### src/rtl/mixcol_seq_if.sv
// Handshake bundle for mixcol_seq: input state offer, result return and busy status.
// The DUT takes the slave modport; the producer/consumer side takes master.
interface mixcol_seq_if;
  logic         in_valid;
  logic         in_ready;
  logic         inv;
  logic [127:0] state_in;
  logic         out_valid;
  logic         out_ready;
  logic [127:0] state_out;
  logic         busy;

  modport master (
    output in_valid, inv, state_in, out_ready,
    input  in_ready, out_valid, state_out, busy
  );

  modport slave (
    input  in_valid, inv, state_in, out_ready,
    output in_ready, out_valid, state_out, busy
  );
endinterface

### src/rtl/mixcol_seq.sv
// AES (Inv)MixColumns over a 128-bit state with one shared GF(2^8) multiplier, one product per clock.
// Latency 64 clocks accept->out_valid; result held stable while out_ready is low, no accept until handshake.
module mixcol_seq #(
  parameter int SZ = 8
) (
  input  logic        clk,
  input  logic        rst_n,
  mixcol_seq_if.slave bus
);

  typedef enum logic [1:0] {IDLE, RUN, DONE} state_e;

  state_e          state_q, state_d;
  logic [127:0]    st_q, st_d;
  logic [127:0]    out_q, out_d;
  logic            inv_q, inv_d;
  logic [5:0]      idx_q, idx_d;
  logic [SZ-1:0]   acc_q, acc_d;

  logic [1:0]      col, row, kk, csel;
  logic [SZ-1:0]   opnd, coef, prod;
  logic            accept;

  function automatic logic [SZ-1:0] gmul(input logic [SZ-1:0] a, input logic [SZ-1:0] b);
    logic [SZ-1:0] p;
    logic [SZ-1:0] x;
    p = '0;
    x = a;
    for (int i = 0; i < SZ; i++) begin
      if (b[i]) p = p ^ x;
      x = {x[SZ-2:0], 1'b0} ^ (x[SZ-1] ? 8'h1b : 8'h00);
    end
    return p;
  endfunction

  // Index is {column, row, k} with k fastest.
  assign {col, row, kk} = idx_q;
  assign csel   = kk - row;
  assign accept = bus.in_valid && bus.in_ready;

  // Byte {col,k} counted from the MSB sits at bit offset 8*(15-{col,k}).
  assign opnd = st_q[{~{col, kk}, 3'b000} +: 8];
  assign prod = gmul(coef, opnd);

  always_comb begin
    coef = 8'h00;
    case ({inv_q, csel})
      3'b000: coef = 8'h02;
      3'b001: coef = 8'h03;
      3'b010: coef = 8'h01;
      3'b011: coef = 8'h01;
      3'b100: coef = 8'h0e;
      3'b101: coef = 8'h0b;
      3'b110: coef = 8'h0d;
      3'b111: coef = 8'h09;
      default: coef = 8'h00;
    endcase
  end

  // State register
  always_ff @(posedge clk) begin
    if (!rst_n) state_q <= IDLE;
    else        state_q <= state_d;
  end

  // Next-state logic
  always_comb begin
    state_d = state_q;
    case (state_q)
      IDLE:    if (bus.in_valid) state_d = RUN;
      RUN:     if (idx_q == 6'd63) state_d = DONE;
      DONE:    if (bus.out_ready) state_d = IDLE;
      default: state_d = IDLE;
    endcase
  end

  // Outputs
  always_comb begin
    bus.in_ready  = (state_q == IDLE) && rst_n;
    bus.out_valid = (state_q == DONE);
    bus.busy      = (state_q != IDLE);
    bus.state_out = out_q;
  end

  always_comb begin
    st_d  = st_q;
    inv_d = inv_q;
    idx_d = idx_q;
    acc_d = acc_q;
    out_d = out_q;
    if (state_q == IDLE && accept) begin
      st_d  = bus.state_in;
      inv_d = bus.inv;
      idx_d = '0;
      acc_d = '0;
    end else if (state_q == RUN) begin
      // Natural 6-bit wrap returns the index to 0 exactly on the last product.
      idx_d = idx_q + 6'd1;
      if (kk == 2'd3) begin
        out_d[{~{col, row}, 3'b000} +: 8] = acc_q ^ prod;
        acc_d = '0;
      end else begin
        acc_d = acc_q ^ prod;
      end
    end
  end

  always_ff @(posedge clk) begin
    if (!rst_n) begin
      st_q  <= '0;
      inv_q <= 1'b0;
      idx_q <= '0;
      acc_q <= '0;
      out_q <= '0;
    end else begin
      st_q  <= st_d;
      inv_q <= inv_d;
      idx_q <= idx_d;
      acc_q <= acc_d;
      out_q <= out_d;
    end
  end

endmodule

### src/flat_wrapper.sv
// flat-port wrapper written by rule: the top's interface ports become plain ports
module mixcol_seq_flat 
#(
  parameter int SZ = 8
)
  (clk, rst_n, bus_in_valid, bus_inv, bus_state_in, bus_out_ready, bus_in_ready, bus_out_valid, bus_state_out, bus_busy);
  mixcol_seq_if bus_i ();
  input  logic clk;
  input  logic rst_n;
  input wire logic [$bits(bus_i.in_valid)-1:0] bus_in_valid;
  input wire logic [$bits(bus_i.inv)-1:0] bus_inv;
  input wire logic [$bits(bus_i.state_in)-1:0] bus_state_in;
  input wire logic [$bits(bus_i.out_ready)-1:0] bus_out_ready;
  output wire logic [$bits(bus_i.in_ready)-1:0] bus_in_ready;
  output wire logic [$bits(bus_i.out_valid)-1:0] bus_out_valid;
  output wire logic [$bits(bus_i.state_out)-1:0] bus_state_out;
  output wire logic [$bits(bus_i.busy)-1:0] bus_busy;
  assign bus_i.in_valid = bus_in_valid;
  assign bus_i.inv = bus_inv;
  assign bus_i.state_in = bus_state_in;
  assign bus_i.out_ready = bus_out_ready;
  assign bus_in_ready = bus_i.in_ready;
  assign bus_out_valid = bus_i.out_valid;
  assign bus_state_out = bus_i.state_out;
  assign bus_busy = bus_i.busy;
  mixcol_seq #(.SZ(SZ)) u_core (.clk(clk), .rst_n(rst_n), .bus(bus_i));
endmodule
### config.mk
export PLATFORM = sky130hd
export DESIGN_NAME = mixcol_seq_flat
export DESIGN_NICKNAME = d
export VERILOG_FILES = /design/src/rtl/mixcol_seq_if.sv /design/src/rtl/mixcol_seq.sv /design/src/flat_wrapper.sv
export SDC_FILE = /design/constraint.sdc
export NUM_CORES = 1
export LEC_CHECK = 0
export CORE_MARGIN = 2
export CORE_UTILIZATION = 45
export DETAILED_ROUTE_END_ITERATION = 10
export PLACE_DENSITY = 0.85
export RECOVER_POWER = 100
export SETUP_SLACK_MARGIN = 0.5
export SLEW_MARGIN = 40
export SYNTH_ARGS = -nofsm -noshare
export SYNTH_HDL_FRONTEND = slang
export SYNTH_SLANG_ARGS = --single-unit
### constraint.sdc
create_clock -name clk -period 3.35 [get_ports clk]
set_clock_uncertainty 0.15 [all_clocks]
set_input_delay 0.5025 -clock clk [delete_from_list [all_inputs] [get_ports clk]]
set_output_delay 0.5025 -clock clk [all_outputs]
set_load 0.05 [all_outputs]
# [Word level (Yosys, flattened, before mapping)]
# Memory sizes are Yosys's and may differ from the RTL's.
# Cells that the tools add are included.
[totals] ff_bits=273 mem_bits_ro=32 inputBits=133 memories=1
[classes] n_addsub=3 eq_ne=7 shift=3 muxes=21 bitwise=19 n_reduce_logical=8
[memory_table] name="(no name shown)" depth=8 width=4 rd=1 rd_clocked_by_memory_dff=0 write_ports=0 line_no="mixcol_seq.sv:47" rtl="case ({inv_q, csel})"
[ops] cell="$bwmux W128" n=1
[ops] cell="$shift A8 B9 Y128 const A" n=1
[ops] cell="$shiftx A128 B8 Y8" n=1
[ops] cell="$shiftx A8 B9 Y128" n=1
[ops] cell="$xor A8 B8 Y8" n=15
[ops] cell="$mux W8" n=9
[ops] cell="$mux W5" n=7
[ops] cell="$neg A7 Y9" n=1
[ops] cell="$not A4 Y4" n=2
[ops] cell="$add A6 B1 Y6 const B" n=1
[ops] cell="$eq A6 B6 Y1 const B" n=1
[ops] cell="$mux W2" n=3
[ops] cell="$pmux W2 S3" n=1
[ops] cell="$reduce_and A3 Y1" n=2
[ops] cell="$eq A2 B2 Y1 const B" n=2
[ops] cell="$ne A2 B2 Y1 const B" n=2
[ops] cell="$logic_and A1 B1 Y1" n=3
[ops] cell="$eq A2 B1 Y1 const B" n=1
[ops] cell="$logic_not A2 Y1" n=1
[ops] cell="$ne A2 B1 Y1 const B" n=1
[ops] cell="$not A1 Y1" n=2
[ops] cell="$reduce_bool A2 Y1" n=1
[ops] cell="$reduce_or A2 Y1" n=1
[ops] cell="$sub A2 B2 Y2" n=1

# [Depth between registers and ports, before layout]
# Gate-level depths: netlist (run 1).
[logic_depth] ltp_word=20 depth_mapped=14 mapped_depth_nobuf=10

# [Worst setup path before layout (run 1)]
# No wires, ideal clock.
[synth_path] path_type="reg2reg" from="register u_core.idx_q[0]" to="register u_core.out_q[27], in the netlist u_core.bus.state_out[27]" arrival_time_ns=3.056 required_time_ns=3.082 setup_slack_ns=0.026 path_stages_with_launch=14 n_path_buf=3 synth_period_minus_slack_ns=3.324 cell_sequence="dfxtp_1 buf_4 buf_4 inv_1 ha_1 xnor2_1 xnor2_1 nor2_1 and4_4 or4_4 o22ai_2 xnor2_2 buf_6 o21ai_2"
[synth_via] elab_chain_cells=20 elab_cells_between_ends=34 cone_classes="1 x add/sub; 1 x eq/ne; 2 x shift; 12 x mux; 16 x bitwise; 1 x reduce/logical; 1 x memory"
[synth_lines] element="from (decl)" line_no="mixcol_seq.sv:17" rtl="logic [5:0] idx_q, idx_d;"
[synth_lines] element="from (signal assigned)" line_no="mixcol_seq.sv:118" rtl="idx_q <= idx_d;"
[synth_lines] element="$not A4 Y4 / $sub A2 B2 Y2 (equally long branches)" line_no="mixcol_seq.sv:42, mixcol_seq.sv:38"
[synth_lines] element="$shiftx A128 B8 Y8 / $mem_v2 Z8 W4 (equally long branches)"
[synth_lines] element="$mux W8 / $xor A8 B8 Y8 (equally long branches)" line_no="mixcol_seq.sv:30, mixcol_seq.sv:31"
[synth_lines] element="$xor A8 B8 Y8" line_no="mixcol_seq.sv:30" rtl="if (b[i]) p = p ^ x;"
[synth_lines] element="$mux W8" line_no="mixcol_seq.sv:30"
[synth_lines] element="$xor A8 B8 Y8" line_no="mixcol_seq.sv:30"
[synth_lines] element="$mux W8" line_no="mixcol_seq.sv:30"
[synth_lines] element="$xor A8 B8 Y8" line_no="mixcol_seq.sv:30"
[synth_lines] element="[... 4 more ...]"
[synth_lines] element="$mux W8" line_no="mixcol_seq.sv:30"
[synth_lines] element="$xor A8 B8 Y8" line_no="mixcol_seq.sv:30"
[synth_lines] element="$mux W8" line_no="mixcol_seq.sv:30"
[synth_lines] element="$xor A8 B8 Y8" line_no="mixcol_seq.sv:30"
[synth_lines] element="$mux W8" line_no="mixcol_seq.sv:30"
[synth_lines] element="$xor A8 B8 Y8" line_no="mixcol_seq.sv:100" rtl="out_d[{~{col, row}, 3'b000} +: 8] = acc_q ^ prod;"
[synth_lines] element="$shiftx A8 B9 Y128" line_no="mixcol_seq.sv:100"
[synth_lines] element="$bwmux W128" line_no="mixcol_seq.sv:100"
[synth_lines] element="to (signal assigned)" line_no="mixcol_seq.sv:120" rtl="out_q <= out_d;"
[synth_lines] element="to (decl)" line_no="mixcol_seq.sv:15" rtl="logic [127:0] out_q, out_d;"
# Several ways; a longest one is shown, not always the timed one.
# A chain may end at the register's enable or synchronous reset.

# [Worst setup path in the final report (run 1)]
[layout_path] from="register u_core.idx_q[1]" to="register u_core.out_q[98], in the netlist u_core.bus.state_out[98]"
# The elaborated chain is that of the path after synthesis.

==> results.yml, run 1 <==
pwr:
  power_uw: 8302
  powerDensity_nw_per_um2: 502.9
  p_int_uw: 6060
  peakVddDrop_v: 0.0003540
  p_sw_uw: 2242
  p_clk_share_pct: 38.6
  share_comb_of_total_power_pct: 19.8
  p_leak_uw: 0.006348
  swShare_pct: 27.01
  pwr-share-seq_pct: 41.6
timing:
  max_freq_mhz: 309.0
  rsz0062_at_grt: "yes"
  tightest_slew_ns: 1.057
  hold_viol: 0
  slew_headroom_pct: 29.54
  min_period_ns: 3.236
  finalSetupViolCount: 0
  slew_viol_final: 0
  post-route-period-util_pct: 96.61
  setup_tns_ns: 0
  hold_ws_ns: 0.1122
logic_synthesis:
  yosys.area_share.simple_pct: 18.22
  synth.avg_cell_area_um2: 8.490
  synthArstFlopShare_pct: 0
  synth_compound_area_share_pct: 18.01
  synthFlopType: "dfxtp_1"
  ys_types: 60
  syn_nets: 1441
  syn_inst: 1303
  ys_seq_area_share_pct: 49.41
  synth_top_family_by_area: "simple AND/OR/NAND/NOR gates"
  ys_warn_count: 0
  synth-adder-area-share_pct: 0.5655
  muxShareOfSynthArea_pct: 7.262
  synth-seq-cells: 273
  synth_area_um2: 11060
  synth_xor_xnor_area_share_pct: 2.635
  synth_edf_count: 0
worst_setup_path:
  cp_max_fo: 8
  cp.required_ns: 3.64
  arrival_ns: 3.52
  cp-startpoint: "u_core.idx_q[1]"
  end_kind: "flop"
  critical_path_class: "reg -> reg"
  ff2ff_path_depth: 14
  startpoint_type: "flop"
  r2r-start: "u_core.idx_q[1]"
layout:
  finalInstanceArea_um2: 16510
  most-common-layout-cells: "nand2_1 (391), dfxtp_1 (270), o21ai_0 (160), clkdlybuf4s50_1 (131), dlygate4sd3_1 (131)"
  nFillCells: 1760
  multi_input_area_um2: 5971
  n_antenna_cell: 0
  drive_gt1_share_pct: 18.59
  final_common_cell: "nand2_1"
  areaGrowthSynthToFinish_pct: 49.24
  nets: 1738
  register_area_um2: 5477
die:
  core_um2: 24250
  initial_core_util_pct: 45.62
  rows: 57
  die_h_um: 160.8
  fp.dieArea_um2: 25850
  io-pin-count: 264
  die-width_um: 160.8
detailed_routing:
  ant_nets: 0
  detail_route.wl_per_cell_um: 18.64
  viasPerCell: 5.561
  dr.pass1.iters: 5
  via_count: 10805
  finalWirelength_um: 36220
  drc_errors: 0
  drt_iter0_drc: 903
placed_design:
  globalplace.congestion: 0.9101
  hpwlAfterDp_um: 23120
  io_buffers: 263
  placedInstanceArea_um2: 14340
global_routing:
  antenna_found_initial: 0
  overflow: 0
  grt_max_degree: 259
  grt_pass1_vias: 10148
  grt_usage_pct: 25.32
  grt_pass1_wl_um: 52880
status:
  status: "finished clean"
flow_run:
  maxCapViolCount: 0
hold_path:
  min_from: "rst_n"
  holdPathStages: 3
  hp-class: "in -> reg"
clock_network:
  clk_pin_slew_worst_paths_ns: 0.06
  clockBufferDepth: 3
  htree_levels: 1
  cts_buffers: 27
  cts_sinks: 273
  cts_tree: "yes"
  cts_root_buf: "clkbuf_16"
  clk_latency_ns: 0.55
cells in the mapped netlist, drive strengths merged, types with 2 or more instances:
library cell    n  area [um2]
a211oi          8       60.06
a21boi          4       30.03
a21oi          44       250.2
a221oi          2       17.52
a22o            2       17.52
a22oi           9       72.57
a311oi          2       17.52
and2            3       18.77
and3            4       25.02
and4            2       20.02
buf            19       131.4
clkbuf         70       262.8
clkinv          2       7.510
dfxtp         273        5465
ha              5       62.56
inv             8       30.03
mux2i          15       150.1
mux4           29       653.1
nand2         394        1479
nand2b          7       43.79
nand3          10       50.05
nand3b          3       22.52
nor2           42       157.7
nor2b          10       62.56
nor3           10       50.05
nor4            2       12.51
o21ai         236        1189
o221ai          2       17.52
o22ai          37       237.7
o311ai          2       25.03
or2             5       31.28
xnor2          17       163.9
xor2           12       105.1
sequential cells by signal (all words and copies together) (netlist names):
name	cells
u_core.st_q	128
u_core.bus.state_out	128
u_core.idx_q	6
u_core.acc_q	8
u_core.inv_q	1
u_core.state_q	2
critical path, stage by stage (launching register included):
cell and delay (ns):
dfxtp_4 0.38, buf_12 0.12, buf_8 0.10, mux4_2 0.49, or2_1 0.27, a22oi_2 0.26
buf_4 0.18, buf_6 0.09, nor3_2 0.03, o21ai_1 0.20, xor2_1 0.25, xor2_2 0.19
buf_6 0.15, buf_12 0.15, o22ai_1 0.10
per-stage QoR:
step           util (%)  cells  worst slack, ns
2_1_floorplan         -   1303           0.3506
3_3_place_gp      58.98   1850         -0.04353
5_1_grt           68.08   1943         0.007617
4_1_cts           64.60   1922           0.1708
6_report          68.08   1943           0.1136
3_5_place_dp      59.12   1850          -0.1129
cells by family (layout without fill, tap and decap cells):
| logic type | count (synthesis) | in the layout |
|---|---|---|
| and+or+nand+nor | 497 | 497 |
| AOI/OAI and AO/OA | 355 | 355 |
| DFF | 273 | 273 |
| buffers and inverters | 99 | 413 |
| muxes | 44 | 44 |
| xor gates and xnor gates | 30 | 32 |
| adders and majority gates | 5 | 5 |
metal layers:
layer	routed length, um	part of all wire (%)	track usage [%]	up-vias
met1	14340	40	32.36	5077
met4	1663	4.6	9.903	0
li1	-	-	-	5063
met3	2623	7.2	3.564	118
met5	0	0	0	-
met2	17590	49	43.51	547
what timing repair did:
action / CTS / global route
gates resized for setup: 25 / 127
cloned: 4 / 7
hold buffers: 0 / 0
endpoints found under the setup margin: 136 / 136
pin swaps: 13 / 58
setup buffers: 20 / 13
power by group through the flow:
stage | registers [uW] | logic (uW) | clock network (uW)
after floorplan | 3480 | 667 | 0
after global placement | 3520 | 1050 | 0
after detailed placement | 3520 | 1100 | 0
after CTS | 3450 | 1280 | 3210
after global routing | 3460 | 1720 | 3350
final | 3450 | 1640 | 3210
final timing paths:
kind                                            endpoint  slack, ns
worst max register to register  u_core.bus.state_out[98]       0.11
worst max-delay path            u_core.bus.state_out[98]       0.11
worst min-delay path            u_core.bus.state_out[67]       0.11
worst min register to register  u_core.bus.state_out[47]       0.30
cell type report:
| type | count | share of cell area, % |
|---|---|---|
| clock buffers | 37 | 4.623 |
| clock inverters | 11 | 1.061 |
| inverters | 10 | 0.2274 |
| multi-input cells | 933 | 36.17 |
| flip-flops and latches | 273 | 33.17 |
| well taps | 324 | 2.456 |
| repair buffers | 355 | 22.29 |
Power figures use the tool's default switching activity.
==> run 2, diff against run 1 <==
--- a/config.mk
+++ b/config.mk
@@ -6,9 +6,9 @@
 export NUM_CORES = 1
 export LEC_CHECK = 0
 export CORE_MARGIN = 2
-export CORE_UTILIZATION = 45
+export CORE_UTILIZATION = 54
 export DETAILED_ROUTE_END_ITERATION = 10
-export PLACE_DENSITY = 0.85
+export PLACE_DENSITY = 0.95
 export RECOVER_POWER = 100
 export SETUP_SLACK_MARGIN = 0.5
 export SLEW_MARGIN = 40
==> constraint.sdc (replaced) <==
create_clock -name clk -period 4.09 [get_ports clk]
set_clock_uncertainty 0.15 [all_clocks]
set_input_delay 0.6135 -clock clk [delete_from_list [all_inputs] [get_ports clk]]
set_output_delay 0.6135 -clock clk [all_outputs]
set_load 0.05 [all_outputs]
==> results.yml, run 2 (same netlist as run 1, synthesis figures left out) <==
clock_network:
  cts_root_buf: "clkbuf_16"
  cts_sinks: 273
  clockBufferDepth: 3
  clk_pin_slew_worst_paths_ns: 0.07
  cts_buffers: 27
  htree_levels: 1
  cts_tree: "yes"
  clk_latency_ns: 0.55
  hold_buffers: 0
layout:
  nets: 1679
  areaGrowthSynthToFinish_pct: 36.14
  most-common-layout-cells: "nand2_1 (394), dfxtp_1 (271), o21ai_0 (218), clkdlybuf4s50_1 (131), dlygate4sd3_1 (131)"
  final_common_cell: "nand2_1"
  stdcell_count: 1831
  n_antenna_cell: 0
  nFillCells: 1293
  drive_gt1_share_pct: 8.840
placed_design:
  globalplace.congestion: 0.9012
  hpwlAfterDp_um: 23520
  dp_cells: 1771
  io_buffers: 263
  place_ws_ns: 0.3975
timing:
  rsz0062_at_grt: "no"
  min_period_ns: 3.677
  postLayoutSetupSlackWorst_ns: 0.4130
  setup_tns_ns: 0
  slew_headroom_pct: -15.93
  slew_viol_final: 204
  post-route-period-util_pct: 89.90
  hold_viol: 0
  max_freq_mhz: 272.0
  tightest_slew_ns: 1.739
  finalSetupViolCount: 0
worst_setup_path:
  path_delay_family: "multiplexers"
  crit_top_cell: "mux2i_1"
  critical_path_class: "reg -> reg"
  cp_max_fo: 25
  end_kind: "flop"
  path_buf_inv: 3
  max_stage_delay_ns: 0.53
  cp.required_ns: 4.34
  slowest_stage: "mux4_2"
  startpoint_type: "flop"
  cp_cell_sequence: "buf_12 > mux4_2 > mux2i_1 > mux2i_1 > clkbuf_1 > a311oi_1 > xnor2_1 > xnor2_2 > clkbuf_2 > o21ai_0"
  arrival_ns: 3.93
global_routing:
  grt_max_degree: 204
  grt_pass1_vias: 10605
  overflow: 0
  grt_pass1_wl_um: 54770
  antenna_found_initial: 0
  grt_usage_pct: 31.29
detailed_routing:
  viasPerCell: 5.928
  finalWirelength_um: 35330
  drc_errors: 0
  detail_route.wl_per_cell_um: 19.29
  ant_nets: 0
  dr.pass1.iters: 5
  via_count: 10855
  drt_iter0_drc: 1059
status:
  status: "finished, violations left"
  violations: "capacitance limit, slew limit"
die:
  die-width_um: 147.1
  fp.dieArea_um2: 21650
  io-pin-count: 264
  rows: 52
  initial_core_util_pct: 54.84
  core_um2: 20170
  die_h_um: 147.1
pwr:
  powerDensity_nw_per_um2: 434.2
  p_leak_uw: 0.005835
  peakVddDrop_v: 0.0003843
flow_run:
  maxCapViolCount: 1
hold_path:
  hp-class: "reg -> reg"
-- run 2: changes by cell type in the layout (fill, tap and decap cells not counted), moves of 19 or more --
cell / previous run / this run
o22ai_2: 19 / 0
o21ai_0: 160 / 218
o21ai_1: 47 / 17
o22ai_1: 15 / 37
buf_4: 55 / 22
o21ai_2: 28 / 1
-- run 2: worst register-to-register path, cell delays in order (launching register included) --
cell and delay (ns):
dfxtp_1 0.37, buf_12 0.21, mux4_2 0.53, mux2i_1 0.29, mux2i_1 0.30, clkbuf_1 0.25, a311oi_1 0.34, xnor2_1 0.25
xnor2_2 0.14, clkbuf_2 0.47, o21ai_0 0.22
-- run 2: repair_timing --
item / in CTS / in global routing
endpoints found under the hold margin: 0 / 0
gates resized for setup: 2 / 4
buffers inserted: 1 / 10
pin swaps: 1 / 3
setup endpoints to repair: 57 / 85
-- run 2: path summary, 6_finish.rpt --
path	from	end	slack (ns)	cells after the start
setup / recovery	u_core.idx_q[0]	u_core.bus.state_out[14]	0.41	10
hold / removal	u_core.bus.state_out[78]	u_core.bus.state_out[78]	0.30	2
setup reg to reg	u_core.idx_q[0]	u_core.bus.state_out[14]	0.41	10
hold reg to reg	u_core.bus.state_out[78]	u_core.bus.state_out[78]	0.30	2
-- run 2: report_power, final --
part           internal (uW)  switching, uW  total [uW]
sequential              2760           75.2        2830
combinational            387            522         909
clock                   1720           1080        2800
total                   4870           1670        6540
-- run 2: per-stage QoR --
stage,power [uW],util [%],cell area [um2],hold WS (ns)
floorplan,3339,-,11060,0.2828
CTS,6477,74.32,14990,0.3012
global route,6705,74.67,15060,0.3181
global placement,3671,68.95,13910,0.2854
detailed placement,3711,69.14,13940,0.2917
finish,6538,74.67,15060,0.3000
-- run 2: cell type report --
type / count / area, um2 / area share [%]
clock buffers: 35 / 775.7 / 5.151
clock inverters: 14 / 239.0 / 1.587
inverters: 10 / 41.29 / 0.2742
multi-input cells: 931 / 5246 / 34.84
flip-flops and latches: 273 / 5470 / 36.32
well taps: 270 / 337.8 / 2.243
repair buffers: 298 / 2949 / 19.58
-- run 2: routing by layer --
metal	GRT usage (%)	vias up	wire (um)
li1	-	4928	-
met1	38.51	5086	13160
met2	54.46	725	17370
met3	4.534	116	3259
met4	14.33	0	1537
met5	0	-	0
